`config.mk`:
```
export PLATFORM = sky130hd
export DESIGN_NAME = mult_div_seq
export DESIGN_NICKNAME = d
export VERILOG_FILES = /design/src/rtl/mult_div_seq.sv
export SDC_FILE = /design/constraint.sdc
export NUM_CORES = 1
export LEC_CHECK = 0
export CAP_MARGIN = 20
export CORE_MARGIN = 2
export CORE_UTILIZATION = 55
export DETAILED_ROUTE_END_ITERATION = 8
export PLACE_DENSITY = 0.77
export RECOVER_POWER = 100
export SLEW_MARGIN = 20
export SYNTH_ARGS = -nofsm -noshare
export SYNTH_HDL_FRONTEND = slang
export SYNTH_SLANG_ARGS = --single-unit
```
`constraint.sdc`:
```
create_clock -name clk -period 11.3 [get_ports clk]
set_input_delay 1.695 -clock clk [delete_from_list [all_inputs] [get_ports clk]]
set_output_delay 1.695 -clock clk [all_outputs]
set_load 0.01 [all_outputs]
```
`src/rtl/mult_div_seq.sv`:
```
// Iterative signed multiply/divide sequencer for the multicycle CPU.
// 32-step shift-add multiply or restoring divide on operand magnitudes,
// sign fix-up in FIX, result written to the Hi/Lo registers, and a busy/done
// handshake plus a divide-by-zero pulse for the exception path.
module mult_div_seq #(
  parameter int unsigned DATA_W = 32
) (
  input  logic              clk,
  input  logic              reset,
  input  logic              start,
  input  logic              op,
  input  logic [DATA_W-1:0] a_in,
  input  logic [DATA_W-1:0] b_in,
  output logic              busy,
  output logic              done,
  output logic              div_zero,
  output logic [DATA_W-1:0] hi,
  output logic [DATA_W-1:0] lo
);

  localparam int unsigned CNT_W = 6;

  typedef enum logic [2:0] {
    IDLE,
    ITER,
    FIX,
    DONE,
    DZ
  } stateT;

  stateT               state;
  stateT               stateNext;
  logic [CNT_W-1:0]    stepCnt;
  logic                opReg;
  logic                signA;
  logic                signB;
  logic [DATA_W-1:0]   divisor;
  // Multiplier (shifting right) for MULT, dividend (shifting left) for DIV.
  logic [DATA_W-1:0]   workReg;
  logic [2*DATA_W-1:0] mcand;
  logic [2*DATA_W-1:0] prodAcc;
  logic [DATA_W-1:0]   rem;
  logic [DATA_W-1:0]   quot;

  logic [DATA_W-1:0]   absA;
  logic [DATA_W-1:0]   absB;
  logic                accept;
  logic                lastStep;
  logic [DATA_W:0]     divShift;
  logic [DATA_W:0]     divTrial;

  // Operand magnitudes, acceptance decode and the restoring-divide trial subtract.
  always_comb begin
    absA     = a_in[DATA_W-1] ? ('0 - a_in) : a_in;
    absB     = b_in[DATA_W-1] ? ('0 - b_in) : b_in;
    accept   = (state == IDLE) && start && !(op && (b_in == '0));
    lastStep = (stepCnt == CNT_W'(DATA_W - 1));
    divShift = {rem, workReg[DATA_W-1]};
    divTrial = divShift - {1'b0, divisor};
  end

  // State register.
  always_ff @(posedge clk or posedge reset) begin
    if (reset) begin
      state <= IDLE;
    end else begin
      state <= stateNext;
    end
  end

  // Next-state logic; status outputs decode the current state only.
  always_comb begin
    stateNext = state;
    busy      = 1'b0;
    done      = 1'b0;
    div_zero  = 1'b0;
    case (state)
      IDLE: begin
        if (start) begin
          stateNext = (op && (b_in == '0)) ? DZ : ITER;
        end
      end
      ITER: begin
        busy = 1'b1;
        if (lastStep) begin
          stateNext = FIX;
        end
      end
      FIX: begin
        busy      = 1'b1;
        stateNext = DONE;
      end
      DONE: begin
        done      = 1'b1;
        stateNext = IDLE;
      end
      DZ: begin
        div_zero  = 1'b1;
        stateNext = IDLE;
      end
      default: stateNext = IDLE;
    endcase
  end

  // Operand latch, per-step iteration and final sign fix-up into Hi/Lo.
  always_ff @(posedge clk or posedge reset) begin
    if (reset) begin
      stepCnt <= '0;
      opReg   <= 1'b0;
      signA   <= 1'b0;
      signB   <= 1'b0;
      divisor <= '0;
      workReg <= '0;
      mcand   <= '0;
      prodAcc <= '0;
      rem     <= '0;
      quot    <= '0;
      hi      <= '0;
      lo      <= '0;
    end else if (accept) begin
      stepCnt <= '0;
      opReg   <= op;
      signA   <= a_in[DATA_W-1];
      signB   <= b_in[DATA_W-1];
      divisor <= absB;
      workReg <= op ? absA : absB;
      mcand   <= {{DATA_W{1'b0}}, absA};
      prodAcc <= '0;
      rem     <= '0;
      quot    <= '0;
    end else if (state == ITER) begin
      stepCnt <= stepCnt + 1'b1;
      if (!opReg) begin
        if (workReg[0]) begin
          prodAcc <= prodAcc + mcand;
        end
        mcand   <= mcand << 1;
        workReg <= workReg >> 1;
      end else begin
        // Partial remainder always stays below the divisor, so DATA_W bits hold it.
        rem     <= divTrial[DATA_W] ? divShift[DATA_W-1:0] : divTrial[DATA_W-1:0];
        quot    <= {quot[DATA_W-2:0], ~divTrial[DATA_W]};
        workReg <= workReg << 1;
      end
    end else if (state == FIX) begin
      if (!opReg) begin
        {hi, lo} <= (signA ^ signB) ? ('0 - prodAcc) : prodAcc;
      end else begin
        lo <= (signA ^ signB) ? ('0 - quot) : quot;
        hi <= signA ? ('0 - rem) : rem;
      end
    end
  end

endmodule

```
Yosys cells after proc, flatten, opt, wreduce, memory -nomap -nowiden --
Index checks and enable logic that the tools add are counted.
Cells by class: reduce and logical (&&, ||, !) cells 15, add/subtract/negate cells 8, bitwise operators 4, muxes and demuxes 34, eq/ne operators 8
Operators by type and width (count):
- $mux 32 | 17
- $mux 64 | 8
- $sub 1x32->32 const A | 4
- $add 64x64->64 | 1
- $sub 1x64->64 const A | 1
- $sub 33x32->33 | 1
- $logic_not 32->1 | 1
- $mux 6 | 2
- $mux 3 | 3
- $pmux 3 s3 | 1
- $add 6x1->6 const B | 1
- $eq 3x2->1 const B | 2
- $eq 6x5->1 const B | 1
- $reduce_and 2->1 | 3
- $reduce_and 3->1 | 2
- $reduce_bool 2->1 | 3
- $ne 2x2->1 const B | 2
- $eq 3x1->1 const B | 1
- $eq 3x3->1 const B | 1
- $logic_and 1x1->1 | 3
- $logic_not 3->1 | 1
- $mux 1 | 3
- $not 1->1 | 3
- $ne 2x1->1 const B | 1
- 3 further kinds | 3
Word-level totals: bits in registers 332, word-level logic and storage cells 82, output and inout port bits 67

Logic depth before layout (Yosys ltp) --
Gate-level depths: netlist of run 1.
depth after elaboration 6, gate-level depth with buffers 16, mapped depth without buffers 14

Worst setup path after synthesis of run 1 --
Ideal clock, no wire load.
kind input port to flip-flop, start in a_in[12], end reg workReg[27], setup time 121 ps, stages 10, arrival time 4305 ps, setup slack 6874 ps, required time 11179 ps, path through or4_1 or3_1 or3_1 or4_1 or3_1 o21ai_1 xnor2_1 a21oi_1 a21oi_1 o22a_1
Between the ends: longest elaborated chain between the ends 4
RTL lines:
- from (decl) | RTL line 12 | input logic [DATA_W-1:0] a_in,
- $sub 1x32->32 | RTL line 54 | absA = a_in[DATA_W-1] ? ('0 - a_in) : a_in;
- $mux 32 | RTL line 54
- $mux 32 | RTL line 126 | workReg <= op ? absA : absB;
- $mux 32 | RTL line 120 | end else if (accept) begin
- to (signal assigned) | RTL line 126
- to (signal assigned) | RTL line 138 | workReg <= workReg >> 1;
- to (signal assigned) | RTL line 143 | workReg <= workReg << 1;
- to (decl) | RTL line 39 | logic [DATA_W-1:0] workReg;
Every way passes these cells. A chain may end at the register's enable or synchronous reset.

Final worst setup path of run 1 --
start in b_in[8], end reg workReg[31]
Between the ends: longest elaborated chain between the ends 5, elaborated cells on any way between the ends 9, those cells by class add/sub: 1; mux: 3; reduce/logical: 5
RTL lines:
- from (decl) | RTL line 13 | input logic [DATA_W-1:0] b_in,
- parallel branches: the longest is 5 deep, another holds $sub 1x32->32
Several ways; the timed one is not identified.

==> results of run 1 <==
-- cell usage in the layout, fill, tap and decap left out, types with 19 or more instances in the layout --
cell	Yosys	layout
mux2i_1	82	82
nor2_1	129	129
xor2_1	129	127
a21oi_1	186	186
clkbuf_16	0	39
clkdlybuf4s50_1	0	66
xnor2_1	130	129
dlygate4sd3_1	0	68
nand3_1	110	110
nand4_1	23	23
and3_1	19	19
ha_1	101	101
inv_1	75	74
nor3_1	36	36
o21ai_0	430	433
a211oi_1	25	25
o31ai_1	47	47
or3_1	30	30
nor2b_1	26	26
nand2_1	428	425
dfrtp_1	332	331
a31oi_1	26	26
o211ai_1	31	31
a21o_1	49	49
-- flip-flops by register name (all words and copies together) (netlist names) --
register and cells:
state 3, prodAcc 64, quot 32, rem 32
signA 1, stepCnt 6, signB 1, mcand 64
lo 32, hi 32, divisor 32, workReg 32
opReg 1
-- path summary, 6_finish.rpt --
path | cells after the start | endpoint | start
setup reg to reg | 5 | hi[29]$_DFFE_PP0P_ | opReg$_DFFE_PP0P_
max in group asynchronous | 3 | signA$_DFFE_PP0P_ | reset
setup / recovery | 11 | workReg[31]$_DFFE_PP0P_ | b_in[8]
hold / removal | 2 | lo[27]$_DFFE_PP0P_ | lo[27]$_DFFE_PP0P_
min in group asynchronous | 2 | hi[29]$_DFFE_PP0P_ | reset
hold reg to reg | 2 | lo[27]$_DFFE_PP0P_ | lo[27]$_DFFE_PP0P_
-- cells by family after synthesis --
group                    count (synthesis)  share of synthesized area [%]
AND/OR/NAND/NOR                        897                          17.75
adder cells (fa/ha/maj)                103                          5.619
XOR/XNOR                               259                          9.776
buffers and inverters                  246                          4.017
AO/OA/AOI/OAI                          915                          23.30
multiplexers                            85                          3.731
flip-flops                             332                          35.80
-- Yosys cell counts, drive strengths merged (5+ instances only) --
cell and n:
o21ai 437, nand2 428, dfrtp 332, a21oi 186, clkbuf 152, nor2 130
xnor2 130, xor2 129, nand3 110, ha 101, mux2i 82, inv 75
a21o 49, o31ai 47, nor3 36, o211ai 31, or3 31, a31oi 26
nor2b 26, a211oi 25, nand4 23, o41ai 20, and3 19, buf 19
o21bai 18, or4 18, nand2b 17, nor4 16, o21a 16, and2 15
a21boi 9, a221oi 6, nor3b 6, and4 5, nand3b 5, o22a 5
or2 5
-- power groups by stage --
stage          sequential [uW]  clock [uW]  combinational [uW]
3_3_place_gp              2290           0                4850
4_1_cts                   2300        1250                5030
5_1_grt                   2390        1290                5580
6_report                  2320        1230                5060
2_1_floorplan             2120           0                3720
3_5_place_dp              2320           0                5000
-- critical path: stages --
cell and delay (ps):
dlygate4sd3_1 590, or3_1 420, or2_2 310, nor2_1 130, and3_1 200, nand3_1 150
or4b_1 600, nand2b_1 2570, buf_4 1090, a32oi_1 240, o21ai_0 140
-- per-layer routing --
metal / vias to the layer above / routed length, microns / global-route usage (%)
li1: 10160 / - / -
met1: 10320 / 29740 / 43.86
met2: 921 / 31350 / 49.77
met3: 135 / 5150 / 3.217
met4: 0 / 1908 / 9.458
met5: - / 0 / 0
-- stage by stage --
stage	std cells	hold WS (ps)
after floorplan	2837	449.8
after detailed placement	3361	469.1
after global placement	3361	459.8
after global routing	3430	503.9
final	3430	467.9
after CTS	3429	482.1
-- cell type report --
type                       count  area, sq um  area share [%]
multi-input combinational   2259        14030           53.91
inverter                      75        282.8           1.087
tap                          539        674.4           2.592
clock buffer                  53         1069           4.106
timing repair buffer         157         1515           5.823
sequential                   332         8309           31.93
clock inverter                15        143.9          0.5530
==> results.ini, run 1 <==
[setup_path]
start_kind=primary input
endpoint_kind=flop
cp_max_fo=95
rrSetupSlack_ps=5260
worstSetupPathType=primary input to flop
crit_arrival_ps=8210
required_ps=11760

[global_route]
grt_max_degree=119
overflow=0
grt_pass1_wl_microns=108400
antenna_found_initial=0
first_global_vias=19700
grt_usage_pct=30.81

[timing]
clock_skew_ps=19.83
postLayoutSetupSlackWorst_ps=3547
finalCritPeriodShare_pct=68.61
setup-violations-final=0
timing.fmax_mhz=129.0
fin_crit_ps=7753
finalHoldViolCount=0
worst_pin_slew_ps=5314
tns_ps=0
slew_headroom_pct=-256.2
maxSlewViolCount=628
rsz0062_at_grt=false

[floorplan]
start_util_pct=55.57
dieWidth_microns=209.4
coreArea_sq_um=41760
dieArea_sq_um=43850
die_h_microns=209.4
rows=75
io_pins=135

[clock_tree]
cts_setup_buffers=0
cts_tree=yes
cts_root_buf=clkbuf_16
clock_path_buffers=3
cts_buffers=39
insertion_delay_ps=570
htree_levels=2
path_clk_slew_ps=60
cts_sinks=332
cts-resized-gates=0
cts_hold_buf=0

[route]
drc=0
firstDrtPassIters=5
initialDrtViolationCount=2170
num_vias=21530
postRouteAntennaNets=0
wl_per_cell_microns=19.87
postRouteWirelength_microns=68150
vias_per_cell=6.277

[hold_path]
hold_class=flop to flop

[cells_and_area]
antennaDiodeCount=0
nNetsFinal=3035
syn2layout_area_growth_pct=12.14
final_cell_area_sq_um=26020
n_fill_cell=3573
drive_gt1_share_pct=3.701
final_core_util_pct=62.31

[run_status]
violations=capacitance limit, slew limit
status=finished with violations

[power]
p_sw_share_pct=48.25
p_per_area_nw_per_um2=330.8
power_switching_uw=4153
p_int_uw=4454
power_uw=8607
power_frac_clock_pct=14.3
p_seq_share_pct=26.9
comb_power_share_pct=58.8
p_leak_uw=0.01138
vdd_drop_max_mv=0.1926

[synthesis]
ys_warn_count=0
yosysTopAreaCellShare_pct=35.80
postSynth.asyncResetShare_pct=100.0
synthCells=2837
synth.distinct_cells=76
syn-cell-area_sq_um=23200
synth_edf_count=0
synth_top_area_cell=dfrtp_1
synth_ff_type=dfrtp_1
synth_nets=3008
ys_top_cells_by_area=dfrtp_1 (36%), o21ai_0 (9.3%), nand2_1 (6.9%), ha_1 (5.4%), xnor2_1 (4.9%)
yosysSeqAreaShare_pct=35.80
ys_seq_elements=332
syn_area_per_cell_sq_um=8.179

[placement]
dpl_worst_slack_ps=5092
placed_area_sq_um=24840
hpwlAfterDp_microns=49360
place_congestion=0.9878
port_buffers=134

[flow_run]
maxCapViolCount=9

Power figures use the tool's default switching activity.
==> run 2, diff against run 1 <==
- clock period: 11.3 -> 6.5 ns (I/O delays scaled with it)
==> results.ini, run 2 (same netlist as run 1, synthesis figures left out) <==
[hold_path]
min_delay_path_depth=2  ; unchanged
hold_class=flop to flop

[setup_path]
start_kind=flop
worstSetupPathType=flop to flop
slowest_stage=dfrtp_1
cp_max_fo=75  ; -21%
crit_cells=6  ; -5
endpoint_kind=flop
required_ps=6940  ; -4820 ps
crit_arrival_ps=5930  ; -2280 ps
worst-path-buf-inv=3  ; +1
max_stage_delay_ps=1530  ; -1040 ps
cpLargestDelayFamily=buffers and inverters
path_cells=clkbuf_1 > buf_16 > and2_0 > clkbuf_1 > nand2_1 > o21ai_0
reg2reg_depth=6  ; +1
worst_path_most_repeated_cell=clkbuf_1

[power]
power_uw=15290  ; +78%
p_leak_uw=0.01149  ; +0.94%
p_per_area_nw_per_um2=583.6  ; +76%
vdd_drop_max_mv=0.2668  ; +39%

[global_route]
grt_max_degree=145  ; +22%
overflow=0  ; unchanged
antenna_found_initial=0  ; unchanged
grt_usage_pct=30.86  ; +0.041 points
grt_pass1_wl_microns=108800  ; +0.33%
first_global_vias=20130  ; +2.2%

[route]
vias_per_cell=6.262  ; -0.24%
wl_per_cell_microns=19.95  ; +0.40%
postRouteAntennaNets=0  ; unchanged
drc=0  ; unchanged
postRouteWirelength_microns=68460  ; +0.46%
initialDrtViolationCount=2051  ; -5.5%
firstDrtPassIters=6  ; +1
num_vias=21490  ; -0.19%

[clock_tree]
cts_sinks=332  ; unchanged
insertion_delay_ps=560  ; about the same
htree_levels=2  ; unchanged
cts_tree=yes
cts_root_buf=clkbuf_16
cts_buffers=40  ; +2.6%
cts-resized-gates=0  ; unchanged
clock_path_buffers=3  ; unchanged
cts_setup_buffers=0  ; unchanged
path_clk_slew_ps=60  ; about the same
cts_hold_buf=0  ; unchanged

[run_status]
status=finished with violations
violations=capacitance limit, slew limit

[cells_and_area]
syn2layout_area_growth_pct=12.93
final_core_util_pct=62.75  ; +0.44 points
nNetsFinal=3035  ; unchanged
mostFrequentLayoutCells=o21ai_0 (433), nand2_1 (425), dfrtp_1 (331)
reg_top3=mcand x64, prodAcc x64
layout.cells.non_filler=3432  ; +0.058%
drive_gt1_share_pct=3.941  ; +0.24 points
antennaDiodeCount=0  ; unchanged
final_common_cell=o21ai_0
n_fill_cell=3582  ; +0.25%

[timing]
finalCritPeriodShare_pct=84.42
setup-violations-final=0  ; unchanged
timing.fmax_mhz=182.2
slew_headroom_pct=-144.7  ; +110 points
clock_skew_ps=19.60  ; -0.2352 ps
fin_crit_ps=5487
rsz0062_at_grt=false
maxSlewViolCount=730  ; +16%
finalHoldViolCount=0  ; unchanged
tns_ps=0  ; unchanged
worst_pin_slew_ps=3670  ; -1644 ps

[floorplan]
start_util_pct=55.57  ; unchanged
dieArea_sq_um=43850  ; unchanged
io_pins=135  ; unchanged
rows=75  ; unchanged
die_h_microns=209.4  ; unchanged
dieWidth_microns=209.4  ; unchanged
coreArea_sq_um=41760  ; unchanged

[flow_run]
maxCapViolCount=12  ; +3

[placement]
post-place-cells=3359  ; -0.060%
place_congestion=0.9491  ; -3.9%
port_buffers=134  ; unchanged
hpwlAfterDp_microns=49820  ; +0.93%

## run 2: final timing paths
| kind | from | end | slack [ps] |
|---|---|---|---|
| setup / recovery | opReg$_DFFE_PP0P_ | quot[14]$_DFFE_PP0P_ | 1010 |
| hold / removal | lo[24]$_DFFE_PP0P_ | lo[24]$_DFFE_PP0P_ | 470 |
| setup reg to reg | opReg$_DFFE_PP0P_ | quot[14]$_DFFE_PP0P_ | 1010 |
| hold reg to reg | lo[24]$_DFFE_PP0P_ | lo[24]$_DFFE_PP0P_ | 470 |
| max in group asynchronous | reset | prodAcc[14]$_DFFE_PP0P_ | 1740 |
| min in group asynchronous | reset | hi[26]$_DFFE_PP0P_ | 870 |
## run 2: cell type report
type	count	area, sq um	share of cell area (%)
clock buffer	56	1182	4.512
clock inverter	15	215.2	0.8213
inverter	75	282.8	1.079
multi-input combinational	2259	14020	53.50
sequential	332	8309	31.71
tap	539	674.4	2.574
timing repair buffer	156	1520	5.801
## run 2: report_power, final
part	internal, uW	switching [uW]
logic	3540	5330
registers	2950	1070
clock network	1470	938
total	7960	7330
## run 2: routing by layer
| layer | wire length [microns] | up-vias | global-route usage, % |
|---|---|---|---|
| li1 | - | 10160 | - |
| met1 | 30090 | 10330 | 43.37 |
| met2 | 31310 | 844 | 49.10 |
| met3 | 4593 | 161 | 3.696 |
| met4 | 2470 | 0 | 11.63 |
| met5 | 0 | - | 0 |
## run 2: worst register-to-register path, delay by kind of cell (launching register included)
family          cells  cell delay [ps]
flops               1             1530
buf+inv             3             2980
compound gates      1              130
simple gates        2              740
## run 2: stage by stage
| stage | setup slack, ps | instance area [sq um] | hold slack, ps |
|---|---|---|---|
| floorplan | 1090 | 23210 | 449.8 |
| global placement | 1812 | 24850 | 458.6 |
| detailed placement | 1747 | 24850 | 466.7 |
| CTS | 1805 | 26250 | 482.6 |
| global route | 711.8 | 26200 | 508.0 |
| finish | 1013 | 26200 | 469.8 |
==> run 3, diff against run 2 <==
- CORE_UTILIZATION: 55 -> 59
- PLACE_DENSITY: 0.77 -> 0.79
- clock period: 6.5 -> 5.5 ns (I/O delays scaled with it)
==> results.ini, run 3 (same netlist as run 1, synthesis figures left out) <==
[cells_and_area]
syn2layout_area_growth_pct=12.55
final_common_cell=o21ai_0
nNetsFinal=3037  ; +0.066%
antennaDiodeCount=0  ; unchanged
n_fill_cell=3269  ; -8.7%
register_area_sq_um=8309  ; unchanged
final_cell_area_sq_um=26120  ; -0.34%
layout.cells.non_filler=3415  ; -0.50%
drive_gt1_share_pct=4.039  ; +0.098 points
multi_input_area_sq_um=14040  ; +0.12%
mostFrequentLayoutCells=o21ai_0 (434), nand2_1 (425), dfrtp_1 (331)
reg_top3=mcand x64, prodAcc x64

[route]
initialDrtViolationCount=1698  ; -17%
drc=0  ; unchanged
firstDrtPassIters=6  ; unchanged
postRouteAntennaNets=0  ; unchanged
postRouteWirelength_microns=67890  ; -0.84%
wl_per_cell_microns=19.88  ; -0.34%
num_vias=21490  ; +0.0047%
vias_per_cell=6.293  ; +0.50%

[timing]
finalCritPeriodShare_pct=90.19
fin_crit_ps=4960
slew_headroom_pct=-55.76  ; +89 points
rsz0062_at_grt=false
tns_ps=0  ; unchanged
hold_slack_ps=466.0  ; -3.768 ps
finalHoldViolCount=0  ; unchanged
worst_pin_slew_ps=2336  ; -1334 ps
clock_skew_ps=17.41  ; -2.184 ps
maxSlewViolCount=394  ; -46%
setup-violations-final=0  ; unchanged
timing.fmax_mhz=201.6

[global_route]
antenna_found_initial=1  ; +1
grt_usage_pct=33.14  ; +2.3 points
grt_max_degree=171  ; +18%
overflow=0  ; unchanged
first_global_vias=20140  ; +0.055%
grt_pass1_wl_microns=109100  ; +0.34%

[floorplan]
dieArea_sq_um=40930  ; -6.7%
dieWidth_microns=202.3  ; -3.4%
coreArea_sq_um=38740  ; -7.2%
start_util_pct=59.90  ; +4.3 points
io_pins=135  ; unchanged
die_h_microns=202.3  ; -3.4%
rows=72  ; -4.0%

[placement]
post-place-cells=3343  ; -0.48%
port_buffers=134  ; unchanged
placed_area_sq_um=24870  ; about the same
place_congestion=0.9971  ; +5.1%
hpwlAfterDp_microns=49480  ; -0.69%

[clock_tree]
cts_tree=yes
cts-resized-gates=0  ; unchanged
cts_hold_buf=0  ; unchanged
cts_buffers=39  ; -2.5%
clock_path_buffers=3  ; unchanged
cts_root_buf=clkbuf_16
cts_setup_buffers=0  ; unchanged
cts_sinks=332  ; unchanged
htree_levels=2  ; unchanged
path_clk_slew_ps=60  ; about the same
insertion_delay_ps=570  ; about the same

[setup_path]
worst-path-buf-inv=3  ; unchanged
max_stage_delay_ps=1730  ; +200 ps
critPathLaunch=b_in[0]
endpoint_kind=flop
cp_max_fo=33  ; -56%
path_cells=dlygate4sd3_1 > inv_1 > ha_1 > nand2_1 > nor2_1 > nand3_1 > or4b_1 > nor2b_1 > nor2_2 > clkbuf_1 > a221o_1
cpLargestDelayFamily=simple AND/OR/NAND/NOR gates
required_ps=5940  ; -1000 ps
worstSetupPathType=primary input to flop
crit_arrival_ps=5400  ; -530 ps
slowest_stage=nor2b_1
start_kind=primary input
reg2reg_from=workReg[31]$_DFFE_PP0P_

[power]
p_per_area_nw_per_um2=683.3  ; +17%
vdd_drop_max_mv=0.3450  ; +29%
p_leak_uw=0.01146  ; -0.23%

[hold_path]
hold_class=flop to flop
min_from=hi[24]$_DFFE_PP0P_

[flow_run]
maxCapViolCount=5  ; -7

[run_status]
status=finished with violations
violations=capacitance limit, slew limit

-- run 3: path summary, 6_finish.rpt --
kind | to | slack [ps] | depth (start not counted)
min reg2reg | hi[24]$_DFFE_PP0P_ | 470 | 2
max in group asynchronous | prodAcc[18]$_DFFE_PP0P_ | 2020 | 3
max reg2reg | rem[26]$_DFFE_PP0P_ | 730 | 14
max | prodAcc[62]$_DFFE_PP0P_ | 540 | 11
min | hi[24]$_DFFE_PP0P_ | 470 | 2
min in group asynchronous | hi[30]$_DFFE_PP0P_ | 740 | 2
-- run 3: metrics by stage --
stage	worst slack (ps)	total power, uW	utilization [%]
global placement	1074	14750	64.21
CTS	881.3	17850	67.59
global route	334.7	19180	67.42
finish	539.7	17840	67.42
floorplan	240.4	12010	-
detailed placement	904.8	15100	64.21
-- run 3: area by class of cell --
class | count | share of cell area [%]
flip-flops and latches | 332 | 31.82
clock inverters | 13 | 0.6037
repair buffers | 159 | 5.855
clock buffers | 59 | 4.408
well taps | 518 | 2.482
multi-input cells | 2259 | 53.75
inverters | 75 | 1.083
-- run 3: power breakdown --
group / leakage [uW] / switching [uW] / internal (uW)
combinational: 0.00655 / 6240 / 4170
clock: 0.000644 / 1090 / 1590
sequential: 0.00427 / 1270 / 3490
-- run 3: worst min-delay path, cell delays in order, from the launching register on --
cell	delay [ps]
dfrtp_1	330
nand2_1	50
nand2_1	50
-- run 3: per-layer routing --
metal / vias up / part of all wire [%] / track usage (%)
li1: 10190 / - / -
met1: 10370 / 44 / 47.19
met2: 801 / 46 / 52.10
met3: 135 / 6.9 / 4.160
met4: 0 / 3.4 / 11.86
met5: - / 0 / 0
